[src/rtl/fpu_muldiv_pkg.sv]
// Shared types and constants for the single-precision multiply/divide
// post-normalisation path.
//   rmode_t  : IEEE rounding mode encoding carried with each op
//   op_t     : operation selector (multiply / divide)
//   QNAN     : canonical quiet NaN produced for any NaN result
//   EXP_W    : default width of the signed, biased pre-adjust exponent
//   BIAS     : single-precision exponent bias
//   MAXF     : mantissa field of the largest finite value
package fpu_muldiv_pkg;

    typedef enum logic [1:0] {
        RM_RNE  = 2'd0,
        RM_RTZ  = 2'd1,
        RM_PINF = 2'd2,
        RM_NINF = 2'd3
    } rmode_t;

    typedef enum logic {
        OP_MUL = 1'b0,
        OP_DIV = 1'b1
    } op_t;

    localparam logic [31:0] QNAN     = 32'h7FC00000;
    localparam int          EXP_W    = 10;
    localparam int          BIAS     = 127;
    localparam logic [22:0] MAXF     = 23'h7FFFFF;
    localparam logic [7:0]  EXP_MAXF = 8'hFE;
    localparam logic [7:0]  EXP_INF  = 8'hFF;

endpackage

[src/rtl/round_pack_sp.sv]
// Combinational rounding, range check and IEEE-754 packing for one
// normalised single-precision result.
//   man       in  24  normalised mantissa (man[23] is the hidden one)
//   g, s      in  1   guard and sticky bits below the mantissa
//   e         in  EW  signed biased exponent before rounding
//   sign      in  1   result sign
//   rmode     in  2   rounding mode
//   nan/inf/zero in 1 special-operand class, priority nan > inf > zero
//   word      out 32  packed result
//   inexact, overflow, underflow  out 1  exception flags
module round_pack_sp
    import fpu_muldiv_pkg::*;
#(
    parameter int EW = 11
) (
    input  logic [23:0]        man,
    input  logic               g,
    input  logic               s,
    input  logic signed [EW-1:0] e,
    input  logic               sign,
    input  rmode_t             rmode,
    input  logic               nan,
    input  logic               inf,
    input  logic               zero,
    output logic [31:0]        word,
    output logic               inexact,
    output logic               overflow,
    output logic               underflow
);

    localparam logic signed [EW:0]   E_OVF = (EW + 1)'(2 * BIAS + 1);
    localparam logic signed [EW:0]   E_ONE = (EW + 1)'(1);
    localparam logic signed [EW-1:0] E_MIN = '0;

    logic                up;
    logic                carry;
    logic [22:0]         man_r;
    logic signed [EW:0]  e_x;
    logic signed [EW:0]  e_r;
    logic                to_inf;

    always_comb begin
        up = 1'b0;
        case (rmode)
            RM_RNE:  up = g & (s | man[0]);
            RM_RTZ:  up = 1'b0;
            RM_PINF: up = (g | s) & ~sign;
            RM_NINF: up = (g | s) & sign;
            default: up = 1'b0;
        endcase

        // Carry out of the 24-bit mantissa only happens for all-ones; the
        // 23-bit fraction then wraps to zero, which is exactly 24'h800000.
        carry = up & (&man);
        man_r = man[22:0] + {22'b0, up};
        e_x   = {e[EW-1], e};
        e_r   = carry ? (e_x + E_ONE) : e_x;

        to_inf = (rmode == RM_RNE)
               | ((rmode == RM_PINF) & ~sign)
               | ((rmode == RM_NINF) & sign);

        word      = '0;
        inexact   = 1'b0;
        overflow  = 1'b0;
        underflow = 1'b0;

        if (nan) begin
            word = QNAN;
        end else if (inf) begin
            word = {sign, EXP_INF, 23'b0};
        end else if (zero) begin
            word = {sign, 31'b0};
        end else if (e <= E_MIN) begin
            word      = {sign, 31'b0};
            underflow = 1'b1;
            inexact   = 1'b1;
        end else if (e_r >= E_OVF) begin
            overflow = 1'b1;
            inexact  = 1'b1;
            word     = to_inf ? {sign, EXP_INF, 23'b0} : {sign, EXP_MAXF, MAXF};
        end else begin
            word    = {sign, e_r[7:0], man_r};
            inexact = g | s;
        end
    end

endmodule

[src/rtl/post_norm_muldiv.sv]
// Post-normalisation, rounding and packing stage for single-precision
// multiply and divide. Issue-time sideband is delayed DATA_LAT cycles to
// meet the multiplier/divider data, normalised in stage 1, then rounded
// and packed in stage 2. One op per cycle, no backpressure.
//   clk, reset            clock, asynchronous active-high reset
//   iss_valid/op/rmode    op issued to the primitives this cycle
//   iss_sign, iss_exp     result sign and signed biased exponent
//   iss_nan/inf/zero      special-operand class from pre-normalisation
//   prod                  48-bit mantissa product (1.23 x 1.23)
//   quo, rem              50-bit quotient and remainder
//   out_valid, out        packed IEEE-754 result, T+DATA_LAT+2
//   inexact/overflow/underflow  exception flags, qualified by out_valid
module post_norm_muldiv #(
    parameter int DATA_LAT = 2,
    parameter int EXP_W    = fpu_muldiv_pkg::EXP_W
) (
    input  logic             clk,
    input  logic             reset,
    input  logic             iss_valid,
    input  logic             iss_op,
    input  logic [1:0]       iss_rmode,
    input  logic             iss_sign,
    input  logic [EXP_W-1:0] iss_exp,
    input  logic             iss_nan,
    input  logic             iss_inf,
    input  logic             iss_zero,
    input  logic [47:0]      prod,
    input  logic [49:0]      quo,
    input  logic [49:0]      rem,
    output logic             out_valid,
    output logic [31:0]      out,
    output logic             inexact,
    output logic             overflow,
    output logic             underflow
);
    import fpu_muldiv_pkg::*;

    // One extra exponent bit so exp+1 / exp-1 never wraps.
    localparam int EW1 = EXP_W + 1;
    localparam logic signed [EW1-1:0] E_ONE = EW1'(1);

    typedef struct packed {
        logic                    valid;
        op_t                     op;
        rmode_t                  rmode;
        logic                    sign;
        logic [EXP_W-1:0]        exp;
        logic                    nan;
        logic                    inf;
        logic                    zero;
    } side_t;

    typedef struct packed {
        logic                    valid;
        rmode_t                  rmode;
        logic                    sign;
        logic                    nan;
        logic                    inf;
        logic                    zero;
        logic [23:0]             man;
        logic                    g;
        logic                    s;
        logic signed [EW1-1:0]   e;
    } norm_t;

    side_t iss_side;
    side_t dl [DATA_LAT];
    side_t head;
    norm_t n1;
    norm_t s1;

    logic        rem_nz;
    logic signed [EW1-1:0] e_ext;
    logic        unused_quo_hi;
    logic [31:0] rp_word;
    logic        rp_inexact;
    logic        rp_overflow;
    logic        rp_underflow;

    // Quotient bits above the 1.xx range never carry information.
    assign unused_quo_hi = ^quo[49:27];

    always_comb begin
        iss_side.valid = iss_valid;
        iss_side.op    = op_t'(iss_op);
        iss_side.rmode = rmode_t'(iss_rmode);
        iss_side.sign  = iss_sign;
        iss_side.exp   = iss_exp;
        iss_side.nan   = iss_nan;
        iss_side.inf   = iss_inf;
        iss_side.zero  = iss_zero;
    end

    always_ff @(posedge clk or posedge reset) begin
        if (reset) begin
            for (int unsigned i = 0; i < unsigned'(DATA_LAT); i++) begin
                dl[i] <= '0;
            end
        end else begin
            dl[0] <= iss_side;
            for (int unsigned i = 1; i < unsigned'(DATA_LAT); i++) begin
                dl[i] <= dl[i-1];
            end
        end
    end

    assign head = dl[DATA_LAT-1];

    // Stage 1: bring the mantissa to 1.23 and collect guard/sticky.
    always_comb begin
        rem_nz   = |rem;
        e_ext    = {head.exp[EXP_W-1], head.exp};
        n1.valid = head.valid;
        n1.rmode = head.rmode;
        n1.sign  = head.sign;
        n1.nan   = head.nan;
        n1.inf   = head.inf;
        n1.zero  = head.zero;
        n1.man   = prod[46:23];
        n1.g     = prod[22];
        n1.s     = |prod[21:0];
        n1.e     = e_ext;
        if (head.op == OP_MUL) begin
            if (prod[47]) begin
                n1.man = prod[47:24];
                n1.g   = prod[23];
                n1.s   = |prod[22:0];
                n1.e   = e_ext + E_ONE;
            end
        end else begin
            if (quo[26]) begin
                n1.man = quo[26:3];
                n1.g   = quo[2];
                n1.s   = (|quo[1:0]) | rem_nz;
                n1.e   = e_ext;
            end else begin
                n1.man = quo[25:2];
                n1.g   = quo[1];
                n1.s   = quo[0] | rem_nz;
                n1.e   = e_ext - E_ONE;
            end
        end
    end

    always_ff @(posedge clk or posedge reset) begin
        if (reset) begin
            s1 <= '0;
        end else begin
            s1 <= n1;
        end
    end

    round_pack_sp #(
        .EW (EW1)
    ) u_round (
        .man       (s1.man),
        .g         (s1.g),
        .s         (s1.s),
        .e         (s1.e),
        .sign      (s1.sign),
        .rmode     (s1.rmode),
        .nan       (s1.nan),
        .inf       (s1.inf),
        .zero      (s1.zero),
        .word      (rp_word),
        .inexact   (rp_inexact),
        .overflow  (rp_overflow),
        .underflow (rp_underflow)
    );

    // Result and flags only move on valid lanes; bubbles leave them held.
    always_ff @(posedge clk or posedge reset) begin
        if (reset) begin
            out_valid <= 1'b0;
            out       <= '0;
            inexact   <= 1'b0;
            overflow  <= 1'b0;
            underflow <= 1'b0;
        end else begin
            out_valid <= s1.valid;
            if (s1.valid) begin
                out       <= rp_word;
                inexact   <= rp_inexact;
                overflow  <= rp_overflow;
                underflow <= rp_underflow;
            end
        end
    end

endmodule

[config.mk]
export PLATFORM = sky130hd
export DESIGN_NAME = post_norm_muldiv
export DESIGN_NICKNAME = d
export VERILOG_FILES = /design/src/rtl/fpu_muldiv_pkg.sv /design/src/rtl/round_pack_sp.sv /design/src/rtl/post_norm_muldiv.sv
export SDC_FILE = /design/constraint.sdc
export NUM_CORES = 1
export LEC_CHECK = 0
export CAP_MARGIN = 5
export CORE_MARGIN = 2
export CORE_UTILIZATION = 39
export DETAILED_ROUTE_END_ITERATION = 6
export GPL_TIMING_DRIVEN = 0
export PLACE_DENSITY_LB_ADDON = 0.12
export SETUP_SLACK_MARGIN = 0.2
export SYNTH_ARGS = -nofsm -noshare
export SYNTH_HDL_FRONTEND = slang
export SYNTH_SLANG_ARGS = --single-unit
[constraint.sdc]
create_clock -name clk -period 7.3 [get_ports clk]
set_input_delay 1.46 -clock clk [delete_from_list [all_inputs] [get_ports clk]]
set_output_delay 1.46 -clock clk [all_outputs]
set_load 0.005 [all_outputs]
# == Yosys cells after proc, flatten, opt, wreduce, memory -nomap -nowiden ==
# Index checks and enable logic that the tools add are counted.
# word_totals
output_inout_bits,36
ff_bits,116
mem_bits_ro,0
latch_bits,0
n_memories,0
ramBits,0
# classes
n_lt_le_gt_ge,2
n_eq_ne,3
mul,0
div_mod_pow,0
reduce_logical,6
shifts,0
n_mux,25
bitwise,13
add_sub_neg,4
# op_table
op,n
$mux W31,4
$mux W37,3
$reduce_or A50 Y1,1
$mux W32,1
$mux W24,1
$reduce_and A24 Y1,1
$add A23 B1 Y23,1
$reduce_or A23 Y1,1
$reduce_or A22 Y1,1
$mux W1,14
$add A11 B2 Y12 const B,1
$ge A12 B9 Y1 const B,1
$mux W12,1
$add A10 B2 Y11 const B,1
$le A11 B1 Y1 const B,1
$sub A10 B2 Y11 const B,1
$and A1 B1 Y1,6
$or A1 B1 Y1,6
$eq A2 B2 Y1 const B,2
$pmux W1 S4,1
$eq A2 B1 Y1 const B,1
$logic_not A2 Y1,1
$reduce_or A2 Y1,1
$not A1 Y1,1

# == Depth between registers and ports, before layout ==
# logic_depth
word_depth,11
depth_mapped,13
depth_no_buf,13

# == By module ==
# Synthesis repeated with hierarchy kept, for this count alone.
# unflattened
hier_cells,550
hier_area_um2,5904.4
# modules_own_cells
mod,cells_each,area_per_inst_um2,seq_area_each_um2,instances
post_norm_muldiv,347,4604.4,2902.8,1
round_pack_sp,203,1300.0,0.0,1

# == Worst setup path after synthesis ==
# OpenSTA, ideal clock, no wires.
# synth_timing
kind,input -> register
from,input port quo[26]
to,register s1[7] in the netlist's numbering
arrival_time_ps,2848
setup_time_ps,124
stages,6
required_ps,7176
setup_slack_ps,4328
cell_sequence,clkbuf_1 > nand2b_1 > or4_1 > nor4b_1 > a41oi_1 > xnor2_1
# synth_lines
item,line,source
"start, declared",post_norm_muldiv.sv:28,"input logic [49:0] quo,"
"end signal, assigned",post_norm_muldiv.sv:149,s1 <= n1;
"end, declared",post_norm_muldiv.sv:70,norm_t s1;

# == Worst setup path in the final report ==
# layout_timing
from,register s1[41] in the netlist's numbering
to,register out[22]
# layout_between
elab_chain_cells,10
elab_cells_between_ends,19
classes_between,add/sub: 1; order compare: 1; eq/ne: 3; mux: 8; bitwise: 5; reduce/logical: 1
# layout_rtl
item,line,source
$eq A2 B2 Y1 (tied with other cells),"round_pack_sp.sv:44, round_pack_sp.sv:61",
$pmux W1 S4 / $and A1 B1 Y1 (equally long branches),"round_pack_sp.sv:44, round_pack_sp.sv:60",
$and A1 B1 Y1 / $or A1 B1 Y1 (equally long branches),"round_pack_sp.sv:54, round_pack_sp.sv:60",
$mux W12 / $or A1 B1 Y1 (equally long branches),"round_pack_sp.sv:57, round_pack_sp.sv:61",
$ge A12 B9 Y1 / $mux W24 (equally long branches),"round_pack_sp.sv:78, round_pack_sp.sv:81",
$mux W31 (*),round_pack_sp.sv:78,end else if (e_r >= E_OVF) begin
$mux W31 (*),round_pack_sp.sv:74,end else if (e <= E_MIN) begin
$mux W31 (*),round_pack_sp.sv:72,end else if (zero) begin
$mux W31 (*),round_pack_sp.sv:70,end else if (inf) begin
$mux W32 (*),round_pack_sp.sv:68,if (nan) begin
"end signal, assigned",post_norm_muldiv.sv:182,out <= rp_word;
"end, declared",post_norm_muldiv.sv:31,"output logic [31:0] out,"
# Mark *: on every way between the ends. The rest lies on a longest branch, timed or not.
# A chain may end at the register's enable or synchronous reset.

==> summary.md <==
| Metric | Value |
|---|---|
| Status | `complete, no violations` |
| Comb power frac | `14.2%` |
| Max frequency | `0.304 GHz` |
| Final hold violation count | `0` |
| Initial Utilization | `39.8%` |
| Reg power frac | `40.2%` |
| Fin crit period | `3.29 ns` |
| IO Pins | `204` |
| Skew-Pair Late Insertion Delay | `0.41 ns` |
| Die Height | `126 um` |
| Layout Area Growth over Synthesis | `45.7%` |
| Critical R2R Launch | `s1[41]` |
| Largest net degree at the start of global routing | `61` |
| Netlist cell types | `56` |
| Worst Hold Class | `flip-flop to flip-flop` |
| Met2 Usage GRT | `35.6%` |
| Critical path class | `flip-flop to flip-flop` |
| Number of antenna diodes | `0` |
| Cell internal pwr | `1340 uW` |
| Avg Cell Area, Syn | `10.8 um2` |
| H-tree depth | `4` |
| Pwr dens | `212 nW/um2` |
| Worst Skew | `0.00748 ns` |
| Setup bufs post-CTS | `0` |
| Drt wl/cell | `17.0 um` |
| GRT met1 Usage | `24.9%` |
| Clk network pwr share | `45.7%` |
| Synth Flop Type | `dfrtp_1` |
| Busiest grt layer | `met2` |
| Setup-failing EPs final | `0` |
| Synth Net Count | `711` |
| GR Util met3 | `7.18%` |
| Arrival time worst endpoint | `3.62 ns` |
| Max-slew violations | `0` |
| First-pass detailed-route iteration total | `4` |
| Layout cells sized above 1 | `9.49%` |
| Setup TNS Final | `0 ns` |
| CTS tree | `done` |
| Post-route DRC | `0` |
| Initial antenna violation count | `0` |
| Sw Ratio | `25.2%` |
| WHS Path Cells | `0` |
| Die width | `126 um` |
| Clock sinks | `116` |
| Post-Syn Area | `5790 um2` |
| RSZ-0062 raised after global routing | `no` |
| Fraction of registers with async set/reset | `100%` |
| Routability cong. | `0.902` |
| Num rows | `44` |
| Critical R2R Capture | `out[22]` |
| Crit path max fanout | `7` |
| Number of synthesized flops with an enable pin | `0` |
| Via-per-instance ratio | `5.24` |
| Core Region | `14,500 um2` |
| Hpwl dp | `12,900 um` |
| Maximum vdd drop | `0.000162 V` |
| Flops & latches, synth | `116` |
| DIE AREA | `15,800 um2` |
| Routed Antenna Nets | `0` |
| CP required | `7.63 ns` |
| WL final | `15,800 um` |
| Vias post-DR | `4,885` |
| Post-CTS sizing | `0` |
| Buffers on Ports | `179` |
| Cells after Synth | `536` |
| Max Cap Viol | `0` |
| P_leak | `0.00329 uW` |
| Gr ovfl total | `0` |
| Clock buffer depth | `2` |
| Vias in the first global route | `5,173` |
| Fin util | `58.0%` |
| Synth warn | `0` |
| Crit end category | `flip-flop` |
| Worst R2R Path Depth | `13` |
| Net switching power | `450 uW` |
| Startpoint types | `flip-flop` |
| Actual slew at the worst max-slew pin | `0.964 ns` |
| First-pass GRT wire length | `26,200 um` |
| Worst Hold End | `dl[12]` |
| Slew headroom | `35.3%` |
| Detailed Route Iter0 Violations | `220` |
| Final layout net count | `910` |
| Hold-fix buffers at CTS | `0` |
| Crit path from | `s1[41]` |
| R2R setup slack | `4.01 ns` |
| Hold WS | `0.347 ns` |
| Number of buffers created by CTS | `17` |
| Hold_sp | `dl[30]` |
| Worst-path clk slew | `0.06 ns` |
| All-Layer GR Usage | `21.0%` |
| Post-synthesis sequential area ratio | `50.2%` |
| Tcrit/Tclk final | `45.1%` |
| Root buf cell | `clkbuf_16` |
==> worst max-delay path, stage by stage (launching register included) <==
cell and delay, ns:
dfrtp_1 0.39, and2_1 0.16, ha_1 0.27, o32a_1 0.48, inv_1 0.15, ha_1 0.21, ha_1 0.19, nand3_1 0.17
nor3_1 0.41, nand3_1 0.22, nor2_1 0.17, xor2_1 0.15, a21oi_1 0.07, o22ai_1 0.18
==> power by group through the flow <==
stage                     sequential [uW]  combinational (uW)  clock, uW
after floorplan                       720                 117          0
after global placement                728                 249          0
after detailed placement              729                 255          0
after CTS                             718                 256        831
after global routing                  724                 278        864
final                                 718                 253        816
==> cell type report <==
type	instances	area (um2)
fill	1297	6100
sequential	116	2900
multi-input combinational	379	2710
timing repair buffer	180	1820
clock buffer	18	439
tap	184	230
clock inverter	14	154
buffer	30	135
inverter	11	43.8
==> cells in the mapped netlist, drive strengths merged (2+ instances only) <==
library cell,count,share of area [%]
a211oi,24,3.1
a21oi,54,4.7
a31o,2,0.45
a31oi,11,1.2
a41oi,3,0.45
and2,2,0.22
and4,3,0.45
buf,8,0.91
clkbuf,22,1.4
dfrtp,116,50
ha,7,1.5
inv,11,0.71
mux2i,26,4.5
nand2,31,2.0
nand2b,2,0.22
nand3,9,0.78
nand4,17,1.9
nor2,27,1.8
nor2b,29,3.1
nor3,7,0.61
nor4,25,3.2
nor4b,6,0.91
o21ai,9,0.78
o2bb2ai,23,5.5
o31ai,2,0.26
or2,2,0.22
or3,3,0.32
or4,4,0.61
xnor2,24,3.6
xor2,11,1.7
==> layout by cell type (no fill, tap or decap), drive strengths merged, types with 4 or more instances in the layout <==
cell,n
buf,9
clkdlybuf4s50,179
clkbuf,40
xor2,11
nand3,9
clkinv,4
a31oi,11
a211oi,24
xnor2,24
nor4b,6
o2bb2ai,23
clkinvlp,6
nor2b,29
or4,4
inv,13
nor2,27
nor3,7
ha,7
dfrtp,116
o21ai,9
a21oi,54
nand2,31
nor4,25
nand4,17
mux2i,26
==> through the flow <==
stage / total power (uW) / std cells / worst slack [ns] / cell area, um2
final: 1790 / 932 / 4.01 / 8430
after floorplan: 837 / 536 / 2.77 / 5790
after CTS: 1800 / 932 / 3.98 / 8430
after global placement: 977 / 899 / 1.36 / 7810
after global routing: 1870 / 932 / 3.71 / 8430
after detailed placement: 983 / 900 / 3.97 / 7840
==> worst max-delay path by stage <==
stage	end	slack (ns)
finish	out[22]	4.01
global route	out[22]	3.71
CTS	out[22]	3.98
detailed placement	s1[8]	3.97
global placement	out[2]	1.36
floorplan	dl[0]	2.77
==> logic make-up after synthesis <==
logic type               Yosys count  synth area share, %
flip-flops                       116                 50.2
buffers and inverters             41                 3.05
multiplexers                      27                 4.76
AND/OR/NAND/NOR                  172                 17.0
adder cells (fa/ha/maj)            7                 1.51
XOR/XNOR                          35                 5.30
AO/OA/AOI/OAI                    138                 18.2
==> per-layer routing <==
metal  vias up  wire length [um]  part of all wire, %
met4         0               359                  2.3
met3        21              1160                  7.3
met2       171              7900                   50
met5         -                 0                    0
li1       2394                 -                    -
met1      2299              6430                   41
==> state kept, by name, summed over array words and instances (netlist names) <==
register and flops:
dl 36, inexact 1, out 32, out_valid 1, overflow 1, s1 44
underflow 1
Power figures use the tool's default switching activity.
